`src/rtl/video_pkg.sv`:
```
// -----------------------------------------------------------------------------
// video_pkg
// Shared types and default raster timing for the 800x480 LCD pixel path.
//   rgb_t     : packed RGB888 pixel, {r, g, b}
//   HDISP..VBP: default timing (pixels / lines)
//   HTOTAL/VTOTAL: full line / frame length including blanking
//   in_range  : half-open interval test lo <= cnt < hi
// -----------------------------------------------------------------------------
package video_pkg;

  typedef struct packed {
    logic [7:0] r;
    logic [7:0] g;
    logic [7:0] b;
  } rgb_t;

  localparam int HDISP  = 800;
  localparam int VDISP  = 480;
  localparam int HFP    = 40;
  localparam int HPULSE = 48;
  localparam int HBP    = 40;
  localparam int VFP    = 13;
  localparam int VPULSE = 3;
  localparam int VBP    = 29;

  localparam int HTOTAL = HFP + HPULSE + HBP + HDISP;  // 928
  localparam int VTOTAL = VFP + VPULSE + VBP + VDISP;  // 525

  function automatic logic in_range(input int cnt, input int lo, input int hi);
    return (cnt >= lo) && (cnt < hi);
  endfunction

endpackage

```
`src/rtl/vga_timing_if.sv`:
```
// -----------------------------------------------------------------------------
// vga_timing_if
// Pixel request bus between the raster timing generator and the pixel FIFO.
//   pix_data    : pixel offered by the FIFO (RGB888)
//   pix_valid   : pix_data holds a real pixel
//   pix_rd      : read strobe from the timing generator
//   pix_x/pix_y : coordinate of the pixel being requested (0 outside active)
//   frame_start : first cycle of each frame, for upstream realignment
//
// Handshake: the FIFO presents pix_data/pix_valid combinationally. A transfer
// happens on every rising edge where pix_rd is high; pix_rd is not held off by
// pix_valid, so a low pix_valid on such an edge is a starved read (the pixel
// slot is lost and shown black). There is no other back-pressure.
//
// Modports: master = timing generator, slave = pixel source.
// -----------------------------------------------------------------------------
interface vga_timing_if #(
  parameter int HDISP = video_pkg::HDISP,
  parameter int VDISP = video_pkg::VDISP
);
  import video_pkg::*;

  localparam int XW = $clog2(HDISP);
  localparam int YW = $clog2(VDISP);

  rgb_t          pix_data;
  logic          pix_valid;
  logic          pix_rd;
  logic          frame_start;
  logic [XW-1:0] pix_x;
  logic [YW-1:0] pix_y;

  modport master (
    input  pix_data, pix_valid,
    output pix_rd, frame_start, pix_x, pix_y
  );

  modport slave (
    output pix_data, pix_valid,
    input  pix_rd, frame_start, pix_x, pix_y
  );

endinterface

```
`src/rtl/mod_counter.sv`:
```
// -----------------------------------------------------------------------------
// mod_counter
// Wrapping counter 0..MAX-1 with enable.
//   clk, rst_n : clock, asynchronous active-low reset (count -> 0)
//   en_i       : advance the count this cycle
//   cnt_o      : current count
//   tc_o       : count is at its terminal value MAX-1 (independent of en_i)
// -----------------------------------------------------------------------------
module mod_counter #(
  parameter int MAX = 2,
  parameter int W   = $clog2(MAX)
) (
  input  logic         clk,
  input  logic         rst_n,
  input  logic         en_i,
  output logic [W-1:0] cnt_o,
  output logic         tc_o
);

  logic [W-1:0] cnt_q, cnt_d;

  assign tc_o  = (cnt_q == W'(MAX - 1));
  assign cnt_o = cnt_q;

  always_comb begin
    cnt_d = cnt_q;
    if (en_i) cnt_d = tc_o ? '0 : cnt_q + W'(1);
  end

  always_ff @(posedge clk or negedge rst_n) begin
    if (!rst_n) cnt_q <= '0;
    else        cnt_q <= cnt_d;
  end

endmodule

```
`src/rtl/vga_timing.sv`:
```
// -----------------------------------------------------------------------------
// vga_timing
// Raster timing generator and pixel output stage for the LCD (pixel_clk domain).
// Each axis runs front porch, sync, back porch, then active. Pixels are pulled
// from the upstream FIFO during active and registered onto the video pins.
//   pixel_clk, pixel_rst_n : clock, asynchronous active-low reset
//   pix (master)           : pixel request bus (see vga_timing_if)
//   vga_hs, vga_vs         : syncs, active-low, registered
//   vga_de                 : data enable, registered
//   vga_rgb                : displayed pixel, registered (black on starve/blank)
//   underflow_cnt          : saturating count of starved reads, reset-only clear
// The four video outputs all reflect the previous cycle's counter state, so
// they stay mutually aligned with one cycle of latency behind pix_rd/pix_x/y.
// -----------------------------------------------------------------------------
module vga_timing #(
  parameter int HDISP  = video_pkg::HDISP,
  parameter int VDISP  = video_pkg::VDISP,
  parameter int HFP    = video_pkg::HFP,
  parameter int HPULSE = video_pkg::HPULSE,
  parameter int HBP    = video_pkg::HBP,
  parameter int VFP    = video_pkg::VFP,
  parameter int VPULSE = video_pkg::VPULSE,
  parameter int VBP    = video_pkg::VBP
) (
  input  logic            pixel_clk,
  input  logic            pixel_rst_n,
  vga_timing_if.master    pix,
  output logic            vga_hs,
  output logic            vga_vs,
  output logic            vga_de,
  output video_pkg::rgb_t vga_rgb,
  output logic [15:0]     underflow_cnt
);
  import video_pkg::*;

  localparam int HTOT = HFP + HPULSE + HBP + HDISP;
  localparam int VTOT = VFP + VPULSE + VBP + VDISP;
  localparam int HACT = HFP + HPULSE + HBP;
  localparam int VACT = VFP + VPULSE + VBP;
  localparam int HW   = $clog2(HTOT);
  localparam int VW   = $clog2(VTOT);
  localparam int XW   = $clog2(HDISP);
  localparam int YW   = $clog2(VDISP);

  logic [HW-1:0] hcnt;
  logic [VW-1:0] vcnt;
  logic          h_tc;
  // Frame wrap is already visible as hcnt==vcnt==0; the V terminal count
  // has no consumer here.
  logic          v_tc_unused;

  mod_counter #(.MAX(HTOT), .W(HW)) u_hcnt (
    .clk   (pixel_clk),
    .rst_n (pixel_rst_n),
    .en_i  (1'b1),
    .cnt_o (hcnt),
    .tc_o  (h_tc)
  );

  mod_counter #(.MAX(VTOT), .W(VW)) u_vcnt (
    .clk   (pixel_clk),
    .rst_n (pixel_rst_n),
    .en_i  (h_tc),
    .cnt_o (vcnt),
    .tc_o  (v_tc_unused)
  );

  logic h_active, v_active, active;

  assign h_active = in_range(int'(hcnt), HACT, HTOT);
  assign v_active = in_range(int'(vcnt), VACT, VTOT);
  assign active   = h_active && v_active;

  // Request side is combinational from the counters.
  assign pix.pix_rd      = active;
  assign pix.pix_x       = active ? XW'(int'(hcnt) - HACT) : '0;
  assign pix.pix_y       = active ? YW'(int'(vcnt) - VACT) : '0;
  assign pix.frame_start = (hcnt == '0) && (vcnt == '0);

  logic        hs_q, hs_d;
  logic        vs_q, vs_d;
  logic        de_q, de_d;
  rgb_t        rgb_q, rgb_d;
  logic [15:0] uf_q, uf_d;

  always_comb begin
    hs_d  = !in_range(int'(hcnt), HFP, HFP + HPULSE);
    vs_d  = !in_range(int'(vcnt), VFP, VFP + VPULSE);
    de_d  = active;
    rgb_d = '0;
    uf_d  = uf_q;
    if (active) begin
      if (pix.pix_valid) rgb_d = pix.pix_data;
      else if (uf_q != 16'hFFFF) uf_d = uf_q + 16'd1;
    end
  end

  always_ff @(posedge pixel_clk or negedge pixel_rst_n) begin
    if (!pixel_rst_n) begin
      hs_q  <= 1'b1;
      vs_q  <= 1'b1;
      de_q  <= 1'b0;
      rgb_q <= '0;
      uf_q  <= '0;
    end else begin
      hs_q  <= hs_d;
      vs_q  <= vs_d;
      de_q  <= de_d;
      rgb_q <= rgb_d;
      uf_q  <= uf_d;
    end
  end

  assign vga_hs        = hs_q;
  assign vga_vs        = vs_q;
  assign vga_de        = de_q;
  assign vga_rgb       = rgb_q;
  assign underflow_cnt = uf_q;

endmodule

```
`src/flat_wrapper.sv`:
```
// flat-port wrapper written by rule: the top's interface ports become plain ports
module vga_timing_flat import video_pkg::*;
#(
  parameter int HDISP  = video_pkg::HDISP,
  parameter int VDISP  = video_pkg::VDISP,
  parameter int HFP    = video_pkg::HFP,
  parameter int HPULSE = video_pkg::HPULSE,
  parameter int HBP    = video_pkg::HBP,
  parameter int VFP    = video_pkg::VFP,
  parameter int VPULSE = video_pkg::VPULSE,
  parameter int VBP    = video_pkg::VBP
)
  (pixel_clk, pixel_rst_n, vga_hs, vga_vs, vga_de, vga_rgb, underflow_cnt, pix_pix_data, pix_pix_valid, pix_pix_rd, pix_frame_start, pix_pix_x, pix_pix_y);
  vga_timing_if #(.HDISP(HDISP), .VDISP(VDISP)) pix_i ();
  input  logic pixel_clk;
  input  logic pixel_rst_n;
  output logic vga_hs;
  output logic vga_vs;
  output logic vga_de;
  output video_pkg::rgb_t vga_rgb;
  output logic [15:0] underflow_cnt;
  input wire logic [$bits(pix_i.pix_data)-1:0] pix_pix_data;
  input wire logic [$bits(pix_i.pix_valid)-1:0] pix_pix_valid;
  output wire logic [$bits(pix_i.pix_rd)-1:0] pix_pix_rd;
  output wire logic [$bits(pix_i.frame_start)-1:0] pix_frame_start;
  output wire logic [$bits(pix_i.pix_x)-1:0] pix_pix_x;
  output wire logic [$bits(pix_i.pix_y)-1:0] pix_pix_y;
  assign pix_i.pix_data = pix_pix_data;
  assign pix_i.pix_valid = pix_pix_valid;
  assign pix_pix_rd = pix_i.pix_rd;
  assign pix_frame_start = pix_i.frame_start;
  assign pix_pix_x = pix_i.pix_x;
  assign pix_pix_y = pix_i.pix_y;
  vga_timing #(.HDISP(HDISP), .VDISP(VDISP), .HFP(HFP), .HPULSE(HPULSE), .HBP(HBP), .VFP(VFP), .VPULSE(VPULSE), .VBP(VBP)) u_core (.pixel_clk(pixel_clk), .pixel_rst_n(pixel_rst_n), .pix(pix_i), .vga_hs(vga_hs), .vga_vs(vga_vs), .vga_de(vga_de), .vga_rgb(vga_rgb), .underflow_cnt(underflow_cnt));
endmodule
```
`config.mk`:
```
export PLATFORM = sky130hd
export DESIGN_NAME = vga_timing_flat
export DESIGN_NICKNAME = d
export VERILOG_FILES = /design/src/rtl/video_pkg.sv /design/src/rtl/vga_timing_if.sv /design/src/rtl/mod_counter.sv /design/src/rtl/vga_timing.sv /design/src/flat_wrapper.sv
export SDC_FILE = /design/constraint.sdc
export NUM_CORES = 1
export LEC_CHECK = 0
export ABC_AREA = 1
export CAP_MARGIN = 0
export CORE_MARGIN = 3
export CORE_UTILIZATION = 50
export CTS_CLUSTER_SIZE = 28
export DETAILED_ROUTE_END_ITERATION = 10
export PLACE_DENSITY = 0.81
export SLEW_MARGIN = 0
export SYNTH_ARGS = -nofsm -noshare
export SYNTH_HDL_FRONTEND = slang
export SYNTH_HIERARCHICAL = 1
export SYNTH_SLANG_ARGS = --single-unit
```
`constraint.sdc`:
```
create_clock -name pixel_clk -period 2.65 [get_ports pixel_clk]
set_input_delay 0.265 -clock pixel_clk [delete_from_list [all_inputs] [get_ports pixel_clk]]
set_output_delay 0.265 -clock pixel_clk [all_outputs]
set_load 0.05 [all_outputs]
```
; Word-level counts from Yosys, hierarchy flattened
; Index checks and enable logic that the tools add are counted.
; W data, S select, Z words.
[totals]
regBits = 63
latch_bits = 0
mem_bits_rw = 0
mem_bits_ro = 0
output_inout_bits = 64
mem_count = 0
[op_classes]
n_addsub = 5
multipliers = 0
div_mod_pow = 0
n_lt_le_gt_ge = 8
n_eq_ne = 3
n_shift = 0
muxes = 6
n_bitwise = 1
reduce_logical = 11
[op_table]
columns = op, count
row1 = $mux W24, 2
row2 = $mux W10, 3
row3 = $add A10 B1 Y10 const B, 2
row4 = $eq A10 B10 Y1 const B, 2
row5 = $ge A10 B6 Y1 const B, 2
row6 = $logic_not A10 Y1, 2
row7 = $lt A10 B10 Y1 const B, 2
row8 = $add A16 B1 Y16 const B, 1
row9 = $ne A16 B16 Y1 const B, 1
row10 = $ge A10 B4 Y1 const B, 1
row11 = $ge A10 B8 Y1 const B, 1
row12 = $lt A10 B5 Y1 const B, 1
row13 = $lt A10 B7 Y1 const B, 1
row14 = $sub A10 B8 Y10 const B, 1
row15 = $mux W9, 1
row16 = $sub A9 B6 Y9 const B, 1
row17 = $logic_and A1 B1 Y1, 6
row18 = $reduce_and A3 Y1, 1
row19 = $logic_not A1 Y1, 2
row20 = $not A1 Y1, 1

; Depth between registers and ports, before layout
[logic_depth]
depth_word = 4
depth_mapped = 13
ltp_nobuf = 12

; Cells and area by module
; The synthesis kept the hierarchy.
[modules_own_cells]
columns = mod, instances, cells_per_inst, area_per_inst_um2, seq_area_each_um2
row1 = vga_timing, 1, 318, 2498.6, 1078.5
row2 = mod_counter at u_core.u_vcnt, 1, 85, 616.8, 250.2
row3 = mod_counter at u_core.u_hcnt, 1, 72, 580.6, 250.2

; Least setup slack after synthesis
; OpenSTA, ideal clock, no wires.
[synth_timing]
path_type = register to output
from = register u_core.u_vcnt.cnt_q[0], in the netlist u_core/u_vcnt/cnt_o[0]
to = output port pix_pix_y[3]
arrival_time_ns = 2.350
path_slack_ns = 0.035
stages_incl_launch_ff = 10
path_buffers = 0
cell_sequence = dfrtp_1 -> inv_1 -> ha_1 -> inv_1 -> nand3_2 -> nand2_2 -> nand2_4 -> nand2_4 -> nand4_2 -> nor3_1
[synth_between]
elab_chain_cells = 4
[synth_lines]
columns = element, line_no
row1 = from (decl), mod_counter.sv:20  ; logic [W-1:0] cnt_q, cnt_d;
row2 = from (signal assigned), mod_counter.sv:32  ; else cnt_q <= cnt_d;
row3 = $ge A10 B6 Y1 or $lt A10 B10 Y1 (tied branches), video_pkg.sv:30  ; return (cnt >= lo) && (cnt < hi);
row4 = $logic_and A1 B1 Y1, video_pkg.sv:30
row5 = $logic_and A1 B1 Y1, vga_timing.sv:72  ; assign active = h_active && v_active;
row6 = $mux W9 *, vga_timing.sv:77  ; assign pix.pix_y = active ? YW'(int'(vcnt) - VACT) : '0;
row7 = to (decl), flat_wrapper.sv:27  ; output wire logic [$bits(pix_i.pix_y)-1:0] pix_pix_y;
; Mark *: on every way between the ends. The rest lies on a longest branch, timed or not.

; Worst setup path after layout
; Ends and elaborated chain as after synthesis.

==> results.json <==
{
  "yosys_register_bits": 63,
  "wl_mm": 9.22,
  "clk_latency_ns": 0.34,
  "postPlaceCellArea_sq_um": 4890,
  "worstMarginPinSlew_ns": 0.538,
  "grt_pass1_wl_mm": 15.0,
  "final_common_cell": "nand2_1",
  "rsz0062_at_grt": "yes",
  "max_cap_violations": 0,
  "power.density_nw_per_um2": 408,
  "syn_inst": 475,
  "cts_tree": "done",
  "crit_arrival_ns": 2.30,
  "cp-end-kind": "primary output",
  "grt_use_total": 0.220,
  "ir_drop_mv": 0.473,
  "ctsRootBufferMaster": "clkbuf_8",
  "overflow": 0,
  "grt_pass1_vias": 3212,
  "avgSynthCellArea_sq_um": 7.78,
  "netlist_area_sq_um": 3700,
  "rows": 30,
  "relSlewSlack": 0.641,
  "finClkSkew_ns": 0.0130,
  "p_int_w": 0.00148,
  "antennaDiodeCount": 0,
  "path_class": "reg -> out",
  "post-route-period-util": 0.968,
  "io_buffers": 90,
  "drt_first_pass_iters": 4,
  "p_switching_w": 0.000647,
  "fp.dieH_um": 92.0,
  "drv_slew": 0,
  "avgRoutedWirePerCell_um": 13.6,
  "vias_per_cell": 5.03,
  "place_hpwl_mm": 6.67,
  "cts_num_sinks": 63,
  "design_area_sq_um": 5210,
  "critPathLaunchType": "flip-flop",
  "initial_utilization": 0.529,
  "clock_path_buffers": 2,
  "layoutNonFillerInstCount": 676,
  "final_hold_viol_count": 0,
  "cts_htree_levels": 3,
  "seq_power_share": 0.503,
  "nNetsFinal": 611,
  "multi_input_area_sq_um": 1900,
  "p_comb_frac": 0.150,
  "syn_nets": 511,
  "synth.distinct_cells": 35,
  "antenna_found_initial": 0,
  "swShare": 0.304,
  "critPathRequiredTime_ns": 2.38,
  "finalSetupTns_ns": 0,
  "drc": 0,
  "syn_to_final_growth_pct": 41.0,
  "p_leak_nw": 2.56,
  "hp-class": "in -> async",
  "nFillCells": 539,
  "ys_seq_area_frac": 0.427,
  "drive_gt1_frac": 0.214,
  "place_congestion": 0.862,
  "fmax_mhz": 390,
  "place_inst": 655,
  "clkTransAtPathRegs_ns": 0.08,
  "clkPwrFrac": 0.347,
  "die_w_um": 92.0,
  "grt_start_max_net_pins": 38,
  "ant_nets": 0,
  "dieArea_sq_um": 8460,
  "register_area_sq_um": 1580,
  "cts_buffers": 9,
  "final_core_utilization": 0.746,
  "path_max_fanout": 8,
  "fin_crit_ns": 2.57,
  "vias": 3402,
  "synth_warnings": 6,
  "status": "complete, no violations",
  "core-area_sq_um": 6980,
  "first_iter_violations": 150,
  "setup_viol": 0,
  "final_cell_mix": "111 x nand2_1, 68 x clkdlybuf4s50_1, 62 x nor2_1",
  "r2r_slack_ns": 0.59,
  "total_power_w": 0.00213,
  "io_pins": 91
}
power by group through the flow:
stage	Clock [W]	Sequential [W]	Combinational [W]
2_1_floorplan	0	0.00109	0.000174
3_3_place_gp	0	0.00109	0.000292
3_5_place_dp	0	0.00109	0.000302
4_1_cts	0.000755	0.00107	0.000305
5_1_grt	0.000801	0.00108	0.000357
6_report	0.000738	0.00107	0.000319
critical path: stages, from the launching register on:
cell,delay (ns)
dfrtp_2,0.44
inv_1,0.10
ha_1,0.21
inv_2,0.06
nand3_2,0.09
nand2_1,0.09
o21bai_4,0.18
nand4_4,0.22
nor3_1,0.39
buf_12,0.19
routing by layer:
metal | vias up | GRT usage | part of all wire
met1 | 1578 | 0.267 | 0.41
met4 | 0 | 0.0817 | 0.026
met3 | 24 | 0.0484 | 0.066
met2 | 138 | 0.383 | 0.50
li1 | 1662 | - | -
met5 | - | 0 | 0
layout make-up:
class,count,area share
Tap cell,96,0.0231
Inverter,60,0.0435
Clock buffer,10,0.0264
Timing Repair Buffer,101,0.233
Clock inverter,6,0.00696
Multi-Input combinational cell,340,0.364
Sequential cell,63,0.303
synthesized netlist by cell type (all sizes together):
master	number	share of area
nand2	144	0.17
xor2	17	0.040
nor2	87	0.10
dfrtp	61	0.41
clkinv	1	0.0014
inv	59	0.060
clkbuf	3	0.0030
dfstp	2	0.014
nand3	41	0.060
ha	9	0.030
o21ai	7	0.0095
nand4	10	0.020
o21bai	4	0.014
o22ai	1	0.0017
or2	1	0.0017
nor4	2	0.0034
a21oi	1	0.0014
nor3	6	0.0095
a211oi	1	0.0020
buf	9	0.016
xnor2	8	0.019
conb	1	0.0010
flip-flops by register name, indices dropped and copies added (netlist names):
register,flops
u_core/vga_rgb,24
u_core/underflow_cnt,16
u_core/u_hcnt/cnt_o,10
u_core/u_vcnt/cnt_o,10
u_core/vga_de,1
u_core/vga_hs,1
u_core/vga_vs,1
logic make-up after synthesis:
logic type               synth area share
other                             0.00101
AND/OR/NAND/NOR                     0.373
AO/OA/AOI/OAI                      0.0288
flip-flops                          0.427
XOR/XNOR                           0.0592
adder cells (fa/ha/maj)            0.0305
buffers and inverters              0.0806
final timing paths:
path	start	end	cells past startpoint
setup reg to reg	u_core/u_hcnt/cnt_o[0]	u_core/u_vcnt/cnt_o[5]	9
max in group asynchronous	pixel_rst_n	u_core/vga_vs	3
hold / removal	pixel_rst_n	u_core/underflow_cnt[10]	3
setup / recovery	u_core/u_vcnt/cnt_o[0]	pix_pix_y[3]	9
hold reg to reg	u_core/underflow_cnt[13]	u_core/underflow_cnt[13]	2
min in group pixel_clk	pix_pix_data[19]	u_core/vga_rgb[19]	3
per-stage QoR:
| stage | hold slack [ns] | worst slack, ns |
|---|---|---|
| floorplan | -0.0306 | 0.0351 |
| global placement | 0.294 | 0.397 |
| detailed placement | 0.295 | 0.298 |
| CTS | 0.441 | -0.00261 |
| global route | 0.449 | -0.0468 |
| finish | 0.456 | 0.0845 |
what timing repair did:
item / CTS / global route
pin swaps: 0 / 1
resized for setup: 4 / 25
setup endpoints to repair: 14 / 20
buffers inserted: 0 / 3
hold endpoints to repair: 40 / 0
cloned: 0 / 1
hold buffers: 1 / 0
Power figures use the tool's default switching activity.
